===== src/rtl/rupt_priority_if.sv =====
// SQ-side rupt handshake between the priority controller and the sequencer.
// The sequencer drives the strobes; the controller returns request, vector and status.
interface rupt_priority_if #(
   parameter int IDX_W = 4
);
   logic             nisq;
   logic             krpt;
   logic             resume;
   logic             ruptor_n;
   logic [IDX_W-1:0] rupt_idx;
   logic [11:0]      rupt_addr;
   logic             in_rupt;

   modport master (
      output nisq, krpt, resume,
      input  ruptor_n, rupt_idx, rupt_addr, in_rupt
   );

   modport slave (
      input  nisq, krpt, resume,
      output ruptor_n, rupt_idx, rupt_addr, in_rupt
   );
endinterface


===== src/rtl/rupt_priority.sv =====
// RUPT priority controller: latches requests, gates them with inhibits and hands the SQ
// the highest-priority vector on krpt. Optional rupt lock alarm under `RUPT_LOCK_EN.
module rupt_priority #(
   parameter int          N_RUPT      = 10,
   parameter int          IDX_W       = 4,
   parameter logic [11:0] VEC_BASE    = 12'o4000,
   parameter int          ACK_TIMEOUT = 16,
   parameter int          LOCK_LIMIT  = 4096
) (
   input  logic              clock,
   input  logic              rst_n,
   input  logic              gojam,
   input  logic [N_RUPT-1:0] rupt_req,
   input  logic              inhlpls,
   input  logic              relpls,
   input  logic              ovnhrp,
   input  logic              mnhrpt,
   rupt_priority_if.slave    sq,
   output logic [N_RUPT-1:0] pend,
   output logic              rupt_lost,
   output logic              rupt_lock_alarm
);

   typedef enum logic [1:0] {
      IDLE = 2'd0,
      REQ  = 2'd1,
      ACK  = 2'd2,
      SVC  = 2'd3
   } state_t;

   localparam int TO_W = $clog2(ACK_TIMEOUT + 1);

   state_t            state_r, state_nx_s;
   logic [N_RUPT-1:0] pend_r, clr_s;
   logic              inhint_r;
   logic              elig_s, take_s, lost_s;
   logic [IDX_W-1:0]  sel_idx_s;
   logic [TO_W-1:0]   to_cnt_r, to_cnt_nx_s;
   logic              ruptor_n_r, in_rupt_r, rupt_lost_r;
   logic [IDX_W-1:0]  rupt_idx_r;
   logic [11:0]       rupt_addr_r;

   // Lowest-numbered set bit wins (bit 0 is highest priority).
   function automatic logic [IDX_W-1:0] first_set(input logic [N_RUPT-1:0] v);
      logic [IDX_W-1:0] idx;
      idx = {IDX_W{1'b0}};
      for (int i = N_RUPT - 1; i >= 0; i--) begin
         if (v[i]) idx = IDX_W'(i);
         else      idx = idx;
      end
      return idx;
   endfunction

   function automatic logic [11:0] vec_addr(input logic [IDX_W-1:0] idx);
      return VEC_BASE + ({{(12-IDX_W){1'b0}}, idx} << 2'd2);
   endfunction

   assign elig_s    = (|pend_r) & ~inhint_r & ~ovnhrp & ~mnhrpt;
   assign sel_idx_s = first_set(pend_r);
   assign clr_s     = take_s ? ({{(N_RUPT-1){1'b0}}, 1'b1} << sel_idx_s) : {N_RUPT{1'b0}};

   // Next-state, acknowledge timeout and take/lost decisions.
   always_comb begin
      state_nx_s  = state_r;
      take_s      = 1'b0;
      lost_s      = 1'b0;
      to_cnt_nx_s = to_cnt_r;
      case (state_r)
         IDLE: begin
            if (elig_s) state_nx_s = REQ;
            else        state_nx_s = IDLE;
         end
         REQ: begin
            if (!elig_s) begin
               state_nx_s = IDLE;
            end else if (sq.nisq) begin
               state_nx_s  = ACK;
               to_cnt_nx_s = {TO_W{1'b0}};
            end else begin
               state_nx_s = REQ;
            end
         end
         ACK: begin
            if (sq.krpt) begin
               state_nx_s = SVC;
               take_s     = 1'b1;
            end else if (to_cnt_r == TO_W'(ACK_TIMEOUT - 1)) begin
               state_nx_s = IDLE;
               lost_s     = 1'b1;
            end else begin
               to_cnt_nx_s = to_cnt_r + {{(TO_W-1){1'b0}}, 1'b1};
            end
         end
         SVC: begin
            if (sq.resume) state_nx_s = IDLE;
            else           state_nx_s = SVC;
         end
         default: state_nx_s = IDLE;
      endcase
   end

   // State, pending/inhibit flops and registered SQ outputs; gojam clears like reset.
   always_ff @(posedge clock) begin
      if (!rst_n || gojam) begin
         state_r     <= IDLE;
         pend_r      <= {N_RUPT{1'b0}};
         inhint_r    <= 1'b0;
         to_cnt_r    <= {TO_W{1'b0}};
         ruptor_n_r  <= 1'b1;
         in_rupt_r   <= 1'b0;
         rupt_lost_r <= 1'b0;
         rupt_idx_r  <= {IDX_W{1'b0}};
         rupt_addr_r <= VEC_BASE;
      end else begin
         state_r     <= state_nx_s;
         pend_r      <= (pend_r & ~clr_s) | rupt_req;
         inhint_r    <= inhlpls | (inhint_r & ~relpls);
         to_cnt_r    <= to_cnt_nx_s;
         ruptor_n_r  <= ~((state_nx_s == REQ) || (state_nx_s == ACK));
         rupt_lost_r <= lost_s;
         if (take_s) begin
            rupt_idx_r  <= sel_idx_s;
            rupt_addr_r <= vec_addr(sel_idx_s);
            in_rupt_r   <= 1'b1;
         end else if ((state_r == SVC) && sq.resume) begin
            in_rupt_r   <= 1'b0;
         end else begin
            in_rupt_r   <= in_rupt_r;
         end
      end
   end

`ifdef RUPT_LOCK_EN
   localparam int LK_W = $clog2(LOCK_LIMIT + 1);
   logic [LK_W-1:0] lock_cnt_r;
   logic            lock_alarm_r;

   // Service-time counter; alarm latches when a single service reaches LOCK_LIMIT.
   always_ff @(posedge clock) begin
      if (!rst_n || gojam) begin
         lock_cnt_r   <= {LK_W{1'b0}};
         lock_alarm_r <= 1'b0;
      end else if ((state_r == SVC) && (state_nx_s == SVC)) begin
         if (lock_cnt_r != LK_W'(LOCK_LIMIT)) lock_cnt_r <= lock_cnt_r + {{(LK_W-1){1'b0}}, 1'b1};
         else                                 lock_cnt_r <= lock_cnt_r;
         if (lock_cnt_r == LK_W'(LOCK_LIMIT - 1)) lock_alarm_r <= 1'b1;
         else                                     lock_alarm_r <= lock_alarm_r;
      end else begin
         lock_cnt_r   <= {LK_W{1'b0}};
         lock_alarm_r <= lock_alarm_r;
      end
   end

   assign rupt_lock_alarm = lock_alarm_r;
`else
   assign rupt_lock_alarm = 1'b0;
`endif

   assign sq.ruptor_n  = ruptor_n_r;
   assign sq.in_rupt   = in_rupt_r;
   assign sq.rupt_idx  = rupt_idx_r;
   assign sq.rupt_addr = rupt_addr_r;
   assign pend         = pend_r;
   assign rupt_lost    = rupt_lost_r;

endmodule


===== src/flat_wrapper.sv =====
// flat-port wrapper written by rule: the top's interface ports become plain ports
module rupt_priority_flat 
#(
   parameter int          N_RUPT      = 10,
   parameter int          IDX_W       = 4,
   parameter logic [11:0] VEC_BASE    = 12'o4000,
   parameter int          ACK_TIMEOUT = 16,
   parameter int          LOCK_LIMIT  = 4096
)
  (clock, rst_n, gojam, rupt_req, inhlpls, relpls, ovnhrp, mnhrpt, pend, rupt_lost, rupt_lock_alarm, sq_nisq, sq_krpt, sq_resume, sq_ruptor_n, sq_rupt_idx, sq_rupt_addr, sq_in_rupt);
  rupt_priority_if #(.IDX_W(IDX_W)) sq_i ();
  input  logic clock;
  input  logic rst_n;
  input  logic gojam;
  input  logic [N_RUPT-1:0] rupt_req;
  input  logic inhlpls;
  input  logic relpls;
  input  logic ovnhrp;
  input  logic mnhrpt;
  output logic [N_RUPT-1:0] pend;
  output logic rupt_lost;
  output logic rupt_lock_alarm;
  input wire logic [$bits(sq_i.nisq)-1:0] sq_nisq;
  input wire logic [$bits(sq_i.krpt)-1:0] sq_krpt;
  input wire logic [$bits(sq_i.resume)-1:0] sq_resume;
  output wire logic [$bits(sq_i.ruptor_n)-1:0] sq_ruptor_n;
  output wire logic [$bits(sq_i.rupt_idx)-1:0] sq_rupt_idx;
  output wire logic [$bits(sq_i.rupt_addr)-1:0] sq_rupt_addr;
  output wire logic [$bits(sq_i.in_rupt)-1:0] sq_in_rupt;
  assign sq_i.nisq = sq_nisq;
  assign sq_i.krpt = sq_krpt;
  assign sq_i.resume = sq_resume;
  assign sq_ruptor_n = sq_i.ruptor_n;
  assign sq_rupt_idx = sq_i.rupt_idx;
  assign sq_rupt_addr = sq_i.rupt_addr;
  assign sq_in_rupt = sq_i.in_rupt;
  rupt_priority #(.N_RUPT(N_RUPT), .IDX_W(IDX_W), .VEC_BASE(VEC_BASE), .ACK_TIMEOUT(ACK_TIMEOUT), .LOCK_LIMIT(LOCK_LIMIT)) u_core (.clock(clock), .rst_n(rst_n), .gojam(gojam), .rupt_req(rupt_req), .inhlpls(inhlpls), .relpls(relpls), .ovnhrp(ovnhrp), .mnhrpt(mnhrpt), .sq(sq_i), .pend(pend), .rupt_lost(rupt_lost), .rupt_lock_alarm(rupt_lock_alarm));
endmodule

===== config.mk =====
export PLATFORM = sky130hd
export DESIGN_NAME = rupt_priority_flat
export DESIGN_NICKNAME = d
export VERILOG_FILES = /design/src/rtl/rupt_priority_if.sv /design/src/rtl/rupt_priority.sv /design/src/flat_wrapper.sv
export SDC_FILE = /design/constraint.sdc
export NUM_CORES = 1
export LEC_CHECK = 0
export CORE_MARGIN = 2
export CORE_UTILIZATION = 46
export DETAILED_ROUTE_END_ITERATION = 12
export PLACE_DENSITY = 0.81
export SLEW_MARGIN = 20
export SYNTH_ARGS = -nofsm -noshare
export SYNTH_HDL_FRONTEND = slang
export SYNTH_SLANG_ARGS = --single-unit

===== constraint.sdc =====
create_clock -name clock -period 5 [get_ports clock]
set_input_delay 1.25 -clock clock [delete_from_list [all_inputs] [get_ports clock]]
set_output_delay 1.25 -clock clock [all_outputs]
set_load 0.05 [all_outputs]

# Yosys cells after proc, flatten, opt, wreduce, memory -nomap -nowiden
# Index checks and enable logic that the tools add are counted.
[word_totals]
ff_bits = 37
latchBits = 0
ramBits = 0
romBits = 0
out_inout_bits = 30
wordCells = 74
memories = 0
[classes]
add_sub_neg = 2
multipliers = 0
div = 0
order_cmp = 0
n_eq_ne = 10
n_shift = 1
n_mux = 28
n_bitwise = 14
n_reduce_logical = 10
[op_table]
columns = ["operator", "n"]
rows = [
  ["4-bit two-way mux", 10],
  ["5-bit two-way mux", 4],
  ["12-bit by 6-bit adder with 12-bit output (first input constant)", 1],
  ["10-bit bitwise AND", 1],
  ["10-bit two-way mux", 1],
  ["2-bit two-way mux", 5],
  ["10-bit NOT", 1],
  ["10-bit OR", 1],
  ["5-bit one-hot mux with 2 select lines", 1],
  ["10-bit OR reduction", 1],
  ["1-bit by 4-bit left shift with 10-bit output (first input constant)", 1],
  ["2-bit one-hot mux with 4 select lines", 1],
  ["2-bit == test (second input constant)", 3],
  ["1-bit two-way mux", 6],
  ["2-bit != test (second input constant)", 3],
  ["1-bit NOT", 6],
  ["5-bit by 1-bit adder with 5-bit output (second input constant)", 1],
  ["5-bit by 4-bit == test with 1-bit output (second input constant)", 1],
  ["5-bit AND reduction", 1],
  ["1-bit bitwise AND", 4],
  ["2-bit by 1-bit == test with 1-bit output (second input constant)", 2],
  ["2-bit nonzero test", 2],
  ["3-bit OR reduction", 1],
  ["2-bit zero test", 1],
  ["other kinds (5)", 6],
]

# Depth between registers and ports, before layout
[depth]
word_depth = 15
depth_mapped = 7

# Worst setup path after synthesis
# OpenSTA, ideal clock, no wires.
[synth_path]
path_kind = "input port to flip-flop"
startpoint = "input port ovnhrp"
endpoint = "register u_core.to_cnt_r[1]"
setup_time_ps = 72
arrival_time_ps = 2244
required_ps = 4928
setup_slack_ps = 2685
cell_stages = 4
n_path_buf = 0
path_cell_list = "or3_1 -> a31o_4 -> a31oi_4 -> mux2i_1"
[synth_via]
elab_chain_len = 5
[synth_lines]
columns = ["element", "line", "source"]
rows = [
  ["start: declaration", "flat_wrapper.sv:18", "input logic ovnhrp;"],
  ["1-bit NOT", "rupt_priority.sv:58", "assign elig_s = (|pend_r) & ~inhint_r & ~ovnhrp & ~mnhrpt;"],
  ["1-bit bitwise AND (2 in a row)", "rupt_priority.sv:58", ""],
  ["2-bit by 1-bit != test with 1-bit output (no source line)", "--", ""],
  ["5-bit AND reduction (no source line)", "--", ""],
  ["end signal: assignment", "rupt_priority.sv:108", "to_cnt_r <= {TO_W{1'b0}};"],
  ["end signal: assignment", "rupt_priority.sv:118", "to_cnt_r <= to_cnt_nx_s;"],
  ["end: declaration", "rupt_priority.sv:38", "logic [TO_W-1:0] to_cnt_r, to_cnt_nx_s;"],
]
# No other way between the ends.
# A chain may end at the register's enable or synchronous reset.

# Worst setup path in the final report
[layout_path]
startpoint = "register u_core.pend_r[4], in the netlist u_core.pend[4]"
endpoint = "output port pend[4]"
[layout_lines]
columns = ["element", "line", "source"]
rows = [
  ["start: declaration", "rupt_priority.sv:34", "logic [N_RUPT-1:0] pend_r, clr_s;"],
  ["start signal: assignment", "rupt_priority.sv:106", "pend_r <= {N_RUPT{1'b0}};"],
  ["start signal: assignment", "rupt_priority.sv:116", "pend_r <= (pend_r & ~clr_s) | rupt_req;"],
  ["end: declaration", "flat_wrapper.sv:20", "output logic [N_RUPT-1:0] pend;"],
]
# No word-level cell between the ends.

==> impl_metrics.toml <==
[logic_synthesis]
yosysTopAreaCell = "dfxtp_1"
ys.flop_type = "dfxtp_1"
ys_seq_area_share_pct = 38.91
yosysTopAreaCellShare_pct = 38.91
synth_warnings = 0
synth.distinct_cells = 37
synth_area_mm2 = 0.001286
synth_edf_count = 0
synth-seq-cells = 25
synth_area_per_cell_um2 = 8.575
synthTopCellsByArea = "dfxtp_1, buf_4, a21oi_1, nor2_1, nand2_1"
synthArstFlopShare_pct = 0
syn_inst = 150

[floorplanning]
dieArea_mm2 = 0.003235
pin_count = 50
die_w_um = 56.88
die_y_um = 56.88
start_util_pct = 47.46
num_rows = 19
core_area_mm2 = 0.002710

[global_routing]
overflow = 0
grt_max_degree = 17
antenna_found_initial = 0
grt_pass1_vias = 1052
grt_pass1_wl_um = 4560
grt_use_total_pct = 17.60

[clock_tree]
ctsHoldBuffers = 0
cts.sinks = 25
path_clk_slew_ns = 0.14
clock_tree.buffer_depth = 2
post_cts_buffers = 0
numCtsBuffers = 3
tritoncts = "built"
clock_tree.root_cell = "clkbuf_4"
cts.htree.levels = 1
ctsResizeCount = 0
insertion_delay_ns = 0.32

[finish]
fillers = 253
syn2layout_area_growth_pct = 28.89
stdcell_count = 214
fin_nets = 206
final_cell_mix = "clkdlybuf4s50_1, dfxtp_1, nor2_1"
layout.cells.most_common = "clkdlybuf4s50_1"
drive_above_1_share_pct = 4.918
antenna_cells = 0

[sta]
worst_pin_slew_ns = 0.7987
fmax_mhz = 334.0
period_needed_ns = 2.994
hold_viol = 0
rsz0062_at_grt = "no"
drv_slew = 0
setup_viol = 0
slew_headroom_pct = 46.64
fin_setup_tns_ns = 0
hold_ws_ns = 0.4811
fin_skew_ns = 0.009387
fin_crit_sh_pct = 59.88

[route]
drt_wl_total_um = 2887
vias_per_cell = 5.430
ant_nets = 0
wl_per_cell_um = 13.49
drcViolationCount = 0
vias = 1162
drtIter0Drc = 28
firstDrtPassIters = 5

[setup_path]
startpoint_type = "flip-flop"
end_kind = "output port"
crit_required_ns = 3.75
worstPathMaxFanout = 8
path_delay_family = "buffers and inverters"
crit_path_max_incr_delay_ns = 0.88
path_cells = "clkdlybuf4s50_1"
cp_num_buf_inv = 1
arrival_ns = 1.74
critical_path_class = "reg -> out"
crit_slowest_cell = "clkdlybuf4s50_1"

[placement]
globalplace.congestion = 0.8502
dp.cells = 210
io_buffers = 40
hpwl_um = 2187

[pwr]
power_density_mw_per_mm2 = 232.1
leakagePower_uw = 0.0005867
ir_drop_v = 0.0001946

[run_status]
status = "complete, no violations"

[worst_hold_path]
hold_path_class = "reg -> reg"

[run]
drv_cap = 0
==> cell usage after synthesis (all sizes together) (2+ instances only) <==
cell type	instances
a31o	2
inv	5
a311oi	3
o31a	2
nand3	3
nand2b	2
nand3b	3
nor2b	4
nor2	19
nand2	13
nand4b	2
a21oi	16
clkbuf	4
conb	2
o21ai	7
nor3	2
dfxtp	25
ha	2
a31oi	3
nor4	3
mux2i	2
buf	14
==> layout make-up <==
type	count	area, µm²	share of cell area (%)
Clock buffer	4	26.28	1.585
Inverter	5	18.77	1.132
Multi-Input combinational cell	109	673.1	40.60
Sequential cell	25	500.5	30.19
Tap cell	31	38.79	2.340
Timing Repair Buffer	40	400.4	24.15
==> logic make-up after synthesis <==
| kind of cell | count (synthesis) | synth area share, % |
|---|---|---|
| flops | 25 | 38.91 |
| other cells | 2 | 0.5839 |
| fa+ha+maj | 2 | 1.945 |
| compound gates | 40 | 21.50 |
| simple gates | 56 | 24.71 |
| buf+inv | 23 | 10.80 |
| mux | 2 | 1.556 |
==> path summary, 6_finish.rpt <==
kind / end / slack [ns] / startpoint / cells after the start
max: pend[4] / 2.01 / u_core.pend[4]$_SDFF_PP0_ / 1
min: u_core.sq.rupt_idx[2]$_SDFFE_PP0P_ / 0.48 / u_core.sq.rupt_idx[2]$_SDFFE_PP0P_ / 2
max reg2reg: u_core.to_cnt_r[4]$_SDFFE_PP0P_ / 2.94 / u_core.to_cnt_r[0]$_SDFFE_PP0P_ / 7
min reg2reg: u_core.sq.rupt_idx[2]$_SDFFE_PP0P_ / 0.48 / u_core.sq.rupt_idx[2]$_SDFFE_PP0P_ / 2
==> per-stage QoR <==
step | worst slack, ns | cell area [µm²] | power (µW) | utilization, %
5_1_grt | 1.932 | 1658 | 402.2 | 61.17
2_1_floorplan | 2.685 | 1313 | 273.9 | -
6_report | 2.006 | 1658 | 384.8 | 61.17
4_1_cts | 1.997 | 1658 | 388.0 | 61.17
3_5_place_dp | 2.112 | 1632 | 297.9 | 60.20
3_3_place_gp | 2.203 | 1632 | 296.4 | 60.20
==> power breakdown <==
group | total, µW | internal (µW) | switching, µW | leakage (µW)
Sequential | 212 | 204 | 8.41 | 0.000203
Clock | 90.8 | 31.2 | 59.5 | 0.0000150
Combinational | 81.6 | 31.6 | 50.0 | 0.000368
Total | 385 | 267 | 118 | 0.000587
==> per-layer routing <==
layer	up-vias	global-route usage [%]	part of all wire, %
met5	-	0	0
met4	0	6.645	1.6
met3	9	2.304	5.4
met2	46	31.36	50
met1	529	21.23	43
li1	578	-	-
==> registers in the layout (all words and copies together), names as in the netlist <==
| name | cells |
|---|---|
| u_core.pend | 10 |
| u_core.to_cnt_r | 5 |
| u_core.sq.rupt_idx | 4 |
| u_core.state_r | 2 |
| u_core.inhint_r | 1 |
| u_core.rupt_lost | 1 |
| u_core.sq.in_rupt | 1 |
| u_core.sq.ruptor_n | 1 |
No activity file was read; power rests on OpenSTA's default activity.
